`config.mk`:
```
export PLATFORM = sky130hd
export DESIGN_NAME = bram_port_arbiter
export DESIGN_NICKNAME = d
export VERILOG_FILES = /design/src/rtl/bram_port_arbiter.sv
export SDC_FILE = /design/constraint.sdc
export NUM_CORES = 1
export LEC_CHECK = 0
export ABC_AREA = 1
export CORE_ASPECT_RATIO = 1.5
export CORE_MARGIN = 5
export CORE_UTILIZATION = 39
export CTS_CLUSTER_DIAMETER = 50
export DETAILED_ROUTE_END_ITERATION = 16
export GPL_ROUTABILITY_DRIVEN = 0
export GPL_TIMING_DRIVEN = 0
export PLACE_DENSITY = 0.87
export SYNTH_ARGS = -nofsm -noshare
export SYNTH_HDL_FRONTEND = slang
export SYNTH_SLANG_ARGS = --single-unit
```
`constraint.sdc`:
```
create_clock -name clk_i -period 6.5 [get_ports clk_i]
set_clock_uncertainty 0.15 [all_clocks]
set_input_delay 1.3 -clock clk_i [delete_from_list [all_inputs] [get_ports clk_i]]
set_output_delay 1.3 -clock clk_i [all_outputs]
set_load 0.02 [all_outputs]
```
`src/rtl/bram_port_arbiter.sv`:
```
// Round-robin arbiter sharing one single-port BRAM between N_REQ clients,
// with bounded bursts and a tag pipeline that routes read data to its issuer.
module bram_port_arbiter #(
    parameter int N_REQ           = 2,
    parameter int ADDRESS_WIDTH   = 13,
    parameter int BRAM_DATA_WIDTH = 32,
    parameter int RD_LATENCY      = 2,
    parameter int MAX_BURST       = 16
) (
    input  logic                                 clk_i,
    input  logic                                 rst_i,
    input  logic [N_REQ-1:0]                     req_i,
    input  logic [N_REQ-1:0]                     we_i,
    input  logic [N_REQ*ADDRESS_WIDTH-1:0]       addr_i,
    input  logic [N_REQ*BRAM_DATA_WIDTH-1:0]     wdata_i,
    output logic [N_REQ-1:0]                     gnt_o,
    output logic [N_REQ-1:0]                     rvalid_o,
    output logic [BRAM_DATA_WIDTH-1:0]           rdata_o,
    output logic [ADDRESS_WIDTH-1:0]             bram_addr,
    output logic                                 bram_en,
    output logic                                 bram_we,
    output logic [BRAM_DATA_WIDTH-1:0]           bram_data_in,
    input  logic [BRAM_DATA_WIDTH-1:0]           bram_data_out
);

    localparam int IDW  = (N_REQ > 1) ? $clog2(N_REQ) : 1;
    localparam int CNTW = $clog2(MAX_BURST + 1);

    typedef enum logic {ARB, OWN} state_t;

    state_t                          state;
    logic [IDW-1:0]                  owner;
    logic [IDW-1:0]                  rr_ptr;
    logic [IDW-1:0]                  next_owner;
    logic                            found;
    logic [CNTW-1:0]                 beat_cnt;
    logic [ADDRESS_WIDTH-1:0]        addr_q;
    logic [BRAM_DATA_WIDTH-1:0]      data_q;
    logic [ADDRESS_WIDTH-1:0]        owner_addr;
    logic [BRAM_DATA_WIDTH-1:0]      owner_wdata;
    logic                            beat;
    logic                            release_now;
    logic [RD_LATENCY-1:0][IDW:0]    tag_pipe;

    function automatic logic [IDW-1:0] wrap_inc(input logic [IDW-1:0] id);
        return (int'(id) == N_REQ - 1) ? '0 : id + 1'b1;
    endfunction

    assign owner_addr  = addr_i[owner*ADDRESS_WIDTH +: ADDRESS_WIDTH];
    assign owner_wdata = wdata_i[owner*BRAM_DATA_WIDTH +: BRAM_DATA_WIDTH];
    assign beat        = (state == OWN) && req_i[owner];
    // The beat that fills the burst is still performed before releasing.
    assign release_now = !req_i[owner] || (beat_cnt == CNTW'(MAX_BURST - 1));

    always_comb begin
        found      = 1'b0;
        next_owner = '0;
        for (int i = 0; i < N_REQ; i++) begin
            if (!found && req_i[(int'(rr_ptr) + i) % N_REQ]) begin
                found      = 1'b1;
                next_owner = IDW'((int'(rr_ptr) + i) % N_REQ);
            end
        end
    end

    always_ff @(posedge clk_i or posedge rst_i) begin
        if (rst_i) begin
            state    <= ARB;
            owner    <= '0;
            rr_ptr   <= '0;
            beat_cnt <= '0;
            gnt_o    <= '0;
            addr_q   <= '0;
            data_q   <= '0;
            tag_pipe <= '0;
        end else begin
            tag_pipe[0] <= {beat & ~we_i[owner], owner};
            for (int i = 1; i < RD_LATENCY; i++) begin
                tag_pipe[i] <= tag_pipe[i-1];
            end
            if (beat) begin
                addr_q   <= owner_addr;
                data_q   <= owner_wdata;
                beat_cnt <= beat_cnt + CNTW'(1);
            end
            case (state)
                ARB: begin
                    if (found) begin
                        owner    <= next_owner;
                        beat_cnt <= '0;
                        gnt_o    <= N_REQ'(1) << next_owner;
                        state    <= OWN;
                    end
                end
                OWN: begin
                    if (release_now) begin
                        gnt_o  <= '0;
                        rr_ptr <= wrap_inc(owner);
                        state  <= ARB;
                    end
                end
                default: state <= ARB;
            endcase
        end
    end

    // Address and data hold their last beat values between accesses.
    assign bram_en      = beat;
    assign bram_we      = beat & we_i[owner];
    assign bram_addr    = beat ? owner_addr  : addr_q;
    assign bram_data_in = beat ? owner_wdata : data_q;
    assign rdata_o      = rst_i ? '0 : bram_data_out;

    always_comb begin
        rvalid_o = '0;
        if (tag_pipe[RD_LATENCY-1][IDW]) begin
            rvalid_o[tag_pipe[RD_LATENCY-1][IDW-1:0]] = 1'b1;
        end
    end

endmodule
```
Word level (Yosys, flattened, before mapping) --
Index checks and enable logic that the tools add are counted.
Cells by class: multiplexer cells 29, shift operators 3, multipliers 1, equal/unequal tests 3, bitwise operators 5, reductions and logical operators 9, magnitude comparators 5, add/sub/neg operators 3
Operators with widths (count):
- 32-bit 2-to-1 mux | 2
- 64-bit by 7-bit variable part select with 32-bit output | 1
- 26-bit by 6-bit variable part select with 13-bit output | 1
- 1-bit 2-to-1 mux | 17
- 5-bit 2-to-1 mux | 3
- 13-bit 2-to-1 mux | 1
- 1-bit by 2-bit less-than comparator with 1-bit output (second input constant) | 3
- 2-bit 2-to-1 mux | 3
- 2-bit AND reduction | 3
- 5-bit by 1-bit adder with 5-bit output (second input constant) | 1
- 5-bit by 4-bit equality test with 1-bit output (second input constant) | 1
- 1-bit by 4-bit multiplier with 5-bit output (second input constant) | 1
- 2-bit case mux with 2 select lines | 1
- 1-bit logical AND | 3
- 2-bit by 3-bit less-than comparator with 1-bit output (second input constant) | 1
- 1-bit adder (second input constant) | 2
- 1-bit AND | 2
- 1-bit zero test | 2
- 2-bit by 1-bit inequality test with 1-bit output (second input constant) | 1
- 2-bit inequality test (second input constant) | 1
- 1-bit inverter | 2
- 1-bit case mux with 2 select lines | 1
- 1-bit by 1-bit << shifter with 2-bit output (first input constant) | 1
- 1-bit AND (first input constant) | 1
- 3 further kinds | 3
Storage, ports and cells: flip-flop bits (word level) 59, word-level logic and storage cells 67, output and inout bits 83

Longest topological paths before layout --
depth after elaboration 10, depth in mapped cells 9, depth with buffers taken out 9

Least setup slack after synthesis --
Ideal clock, no wire load.
path type input to output, start input req_i[1], end output bram_addr[0], cell stages on the path 8, required time 5.050 ns, slack 2.968 ns, data arrival time 2.082 ns, path through nand2_1 nand2_2 nand2_2 inv_2 buf_4 buf_6 nand2_1 nand2_1
On the way: cells in the longest elaborated chain, start to end 4
RTL lines:
- start, declared | line 12 | input logic [N_REQ-1:0] req_i,
- 1-bit 2-to-1 mux (implied by the code) (2 in series) | line 51 | assign beat = (state == OWN) && req_i[owner];
- 1-bit logical AND | line 51
- 13-bit 2-to-1 mux
- end, declared | line 19 | output logic [ADDRESS_WIDTH-1:0] bram_addr,
Every way passes these cells. The select of a mux whose other input is x is not followed.

Worst setup path in the final report --
start input req_i[1], end output bram_data_in[25]
On the way: cells in the longest elaborated chain, start to end 4
RTL lines:
- 1-bit 2-to-1 mux (implied by the code) (2 in series) | line 51
- 1-bit logical AND | line 51
- 32-bit 2-to-1 mux | line 111 | assign bram_data_in = beat ? owner_wdata : data_q;
- end, declared | line 22 | output logic [BRAM_DATA_WIDTH-1:0] bram_data_in,
Every way passes these cells. The select of a mux whose other input is x is not followed.

==> flow_metrics.py <==
metrics = {
    "clocking": {
        "cts_root_buf": "clkbuf_16",
        "cts_setup_buffers": 0,
        "hold_buffers": 0,
        "cts_tree": "built",
        "post_cts_resized": 0,
        "cts_buffers": 9,
        "numClockSinks": 59,
        "cts_buffer_depth": 2,
        "clk_latency_ns": 0.32,
        "htreeDepth": 3,
        "clk_pin_slew_ns": 0.05,
    },
    "power_and_ir_drop": {
        "total_power_w": 0.00243,
        "cellPowerDensity_nw_per_um2": 429,
        "ir_worst_vdd_uv": 289,
        "p_leak_nw": 2.96,
    },
    "synthesis": {
        "synthMuxAreaShare_pct": 0,
        "async_reset_ff_share_pct": 100,
        "synth_edf_count": 0,
        "syn_nets": 615,
        "yosys.area_share.simple_pct": 41.4,
        "synth_top_area_share_pct": 46.9,
        "synth_common_cells": "nand2_1 (291), dfrtp_1 (59), inv_1 (47)",
        "syn_inst": 485,
        "ys_ff_latch": 59,
        "synth_top_family_by_area": "simple AND/OR/NAND/NOR gates",
        "synth_area_leader_cell": "dfrtp_1",
        "avgSynthCellArea_um2": 6.49,
        "synth_area_leaders": "dfrtp_1 (47%), nand2_1 (35%), inv_1 (5.6%)",
        "ys.flop_type": "dfrtp_1",
        "synthDistinctLibCells": 17,
        "synthAdderAreaFrac_pct": 0.795,
        "synth_compound_area_share_pct": 1.35,
        "ys_warn_count": 0,
        "yosysSeqAreaShare_pct": 46.9,
        "synth_most_common_cell": "nand2_1",
        "syn_area_um2": 3150,
        "synth_xor_area_share_pct": 0,
    },
    "route": {
        "drt-total-wl_um": 11400,
        "viasPerCell": 4.57,
        "drt_iter0_drc": 141,
        "firstDrtPassIters": 4,
        "dr_total_vias": 3732,
        "wl_per_cell_um": 13.9,
        "drc": 0,
        "final_antenna_net_count": 0,
    },
    "placement": {
        "place_ws_ns": 1.67,
        "dpl.hpwl_um": 9200,
        "portBuffers": 209,
    },
    "hold_path": {
        "holdPathEnd": "tag_pipe[2]",
        "min_path_type": "register to register",
        "holdCritStartpoint": "tag_pipe[0]",
        "min_path_cells": 0,
    },
    "floorplan": {
        "die_area_um2": 10000,
        "ios": 211,
        "dieWidth_um": 83.4,
        "die_h_um": 120,
        "core_um2": 7960,
        "rows": 40,
        "initial_utilization_pct": 39.6,
    },
    "global_routing": {
        "grt-ovfl-total": 0,
        "first_global_vias": 3702,
        "track_usage_pct": 22.1,
        "grt_pass1_wl_um": 17500,
        "grt_antenna_before_repair": 0,
        "grt_max_degree": 42,
    },
    "critical_path": {
        "r2r_end": "addr_q[10]",
        "worstPathArrival_ns": 3.38,
        "crit_path_start": "req_i[1]",
        "critical_path_class": "input pin to primary output",
        "reg2reg_depth": 7,
        "ff2ff_setup_slack_ns": 4.77,
        "end_kind": "primary output",
        "worstPathRequired_ns": 5.05,
        "cp-start-kind": "input pin",
        "cp_max_fo": 10,
        "timing.rr.start": "owner",
    },
    "timing": {
        "relSlewSlack_pct": 70.2,
        "fin_ws_ns": 1.67,
        "report.final.slew_viol_count": 0,
        "worst_pin_slew_ns": 0.447,
        "hold_violations": 0,
        "setup_tns_ns": 0,
        "period_share_pct": 74.3,
        "setup-violations-final": 0,
        "max_freq_mhz": 207,
        "grt_setup_unrepaired": "no",
        "post-route-min-period_ns": 4.83,
    },
    "layout": {
        "final_nets": 836,
        "layout-drive-gt1-share_pct": 4.92,
        "fin_util_pct": 71.2,
        "synthToLayoutAreaGrowth_pct": 80.0,
        "antenna_cells": 0,
    },
    "outcome": {
        "status": "finished clean",
    },
    "flow_run": {
        "maxCapViolations": 0,
    },
}
-- cells by family (layout without fill, tap and decap cells) --
logic type	count (synthesis)	after routing
flip-flops	59	59
AND/OR/NAND/NOR	343	343
buffers and inverters	73	299
adder cells (fa/ha/maj)	2	2
AO/OA/AOI/OAI	8	8
-- cell usage in the layout (no fill, tap or decap), drive strengths merged --
| master | instances |
|---|---|
| nor2 | 44 |
| ha | 2 |
| clkdlybuf4s50 | 209 |
| buf | 18 |
| clkbuf | 21 |
| clkinv | 2 |
| a21boi | 1 |
| nand4 | 1 |
| or2 | 1 |
| o21ai | 7 |
| dfrtp | 59 |
| nand3 | 4 |
| nand2 | 293 |
| inv | 49 |
-- worst max-delay path by stage --
stage | endpoint | slack [ns]
after floorplan | bram_addr[0] | 2.97
after global placement | bram_data_in[30] | 1.69
after detailed placement | bram_data_in[25] | 1.67
after CTS | bram_data_in[25] | 1.64
after global routing | bram_data_in[29] | 1.56
final | bram_data_in[25] | 1.67
-- where the power goes --
| part | total (W) | leakage, nW | switching [W] | internal (W) |
|---|---|---|---|---|
| Combinational | 0.00140 | 2.08 | 0.000814 | 0.000589 |
| Clock | 0.000428 | 0.137 | 0.000151 | 0.000277 |
| Sequential | 0.000603 | 0.743 | 0.0000677 | 0.000535 |
| Total | 0.00243 | 2.96 | 0.00103 | 0.00140 |
-- stage by stage --
| stage | area [µm²] | cells | hold slack [ns] |
|---|---|---|---|
| after floorplan | 3150 | 485 | 0.181 |
| after global placement | 5370 | 799 | 0.184 |
| after detailed placement | 5390 | 800 | 0.185 |
| after CTS | 5670 | 816 | 0.196 |
| after global routing | 5670 | 816 | 0.203 |
| final | 5670 | 816 | 0.196 |
-- state kept, by name, summed over array words and instances, names as in the netlist --
name and cells:
tag_pipe 4, state 1, beat_cnt 5, owner 1, rr_ptr 1, data_q 32, gnt_o 2, addr_q 13
-- area by class of cell --
class	count	area (µm²)
fillers	634	2290
inverters	49	184
flip-flops and latches	59	1480
well taps	105	131
clock buffers	14	264
multi-input cells	353	1370
clock inverters	2	10.0
repair buffers	210	2110
plain buffers	24	118
-- per-layer routing --
metal	up-vias	global-route usage, %	wire length, µm
li1	1850	-	-
met1	1688	21.6	4050
met2	178	43.2	6150
met3	16	5.91	939
met4	0	8.49	213
met5	-	0	0
-- worst max-delay path, cell delays in order --
cell and delay, ns:
clkdlybuf4s50_1 0.51, nand2_1 0.07, nand2_2 0.13, nand2_2 0.14
inv_2 0.12, buf_4 0.18, buf_6 0.15, nand2_1 0.05
nand2_1 0.09, clkdlybuf4s50_1 0.63
Note: power is estimated with default switching activity, not from simulation.
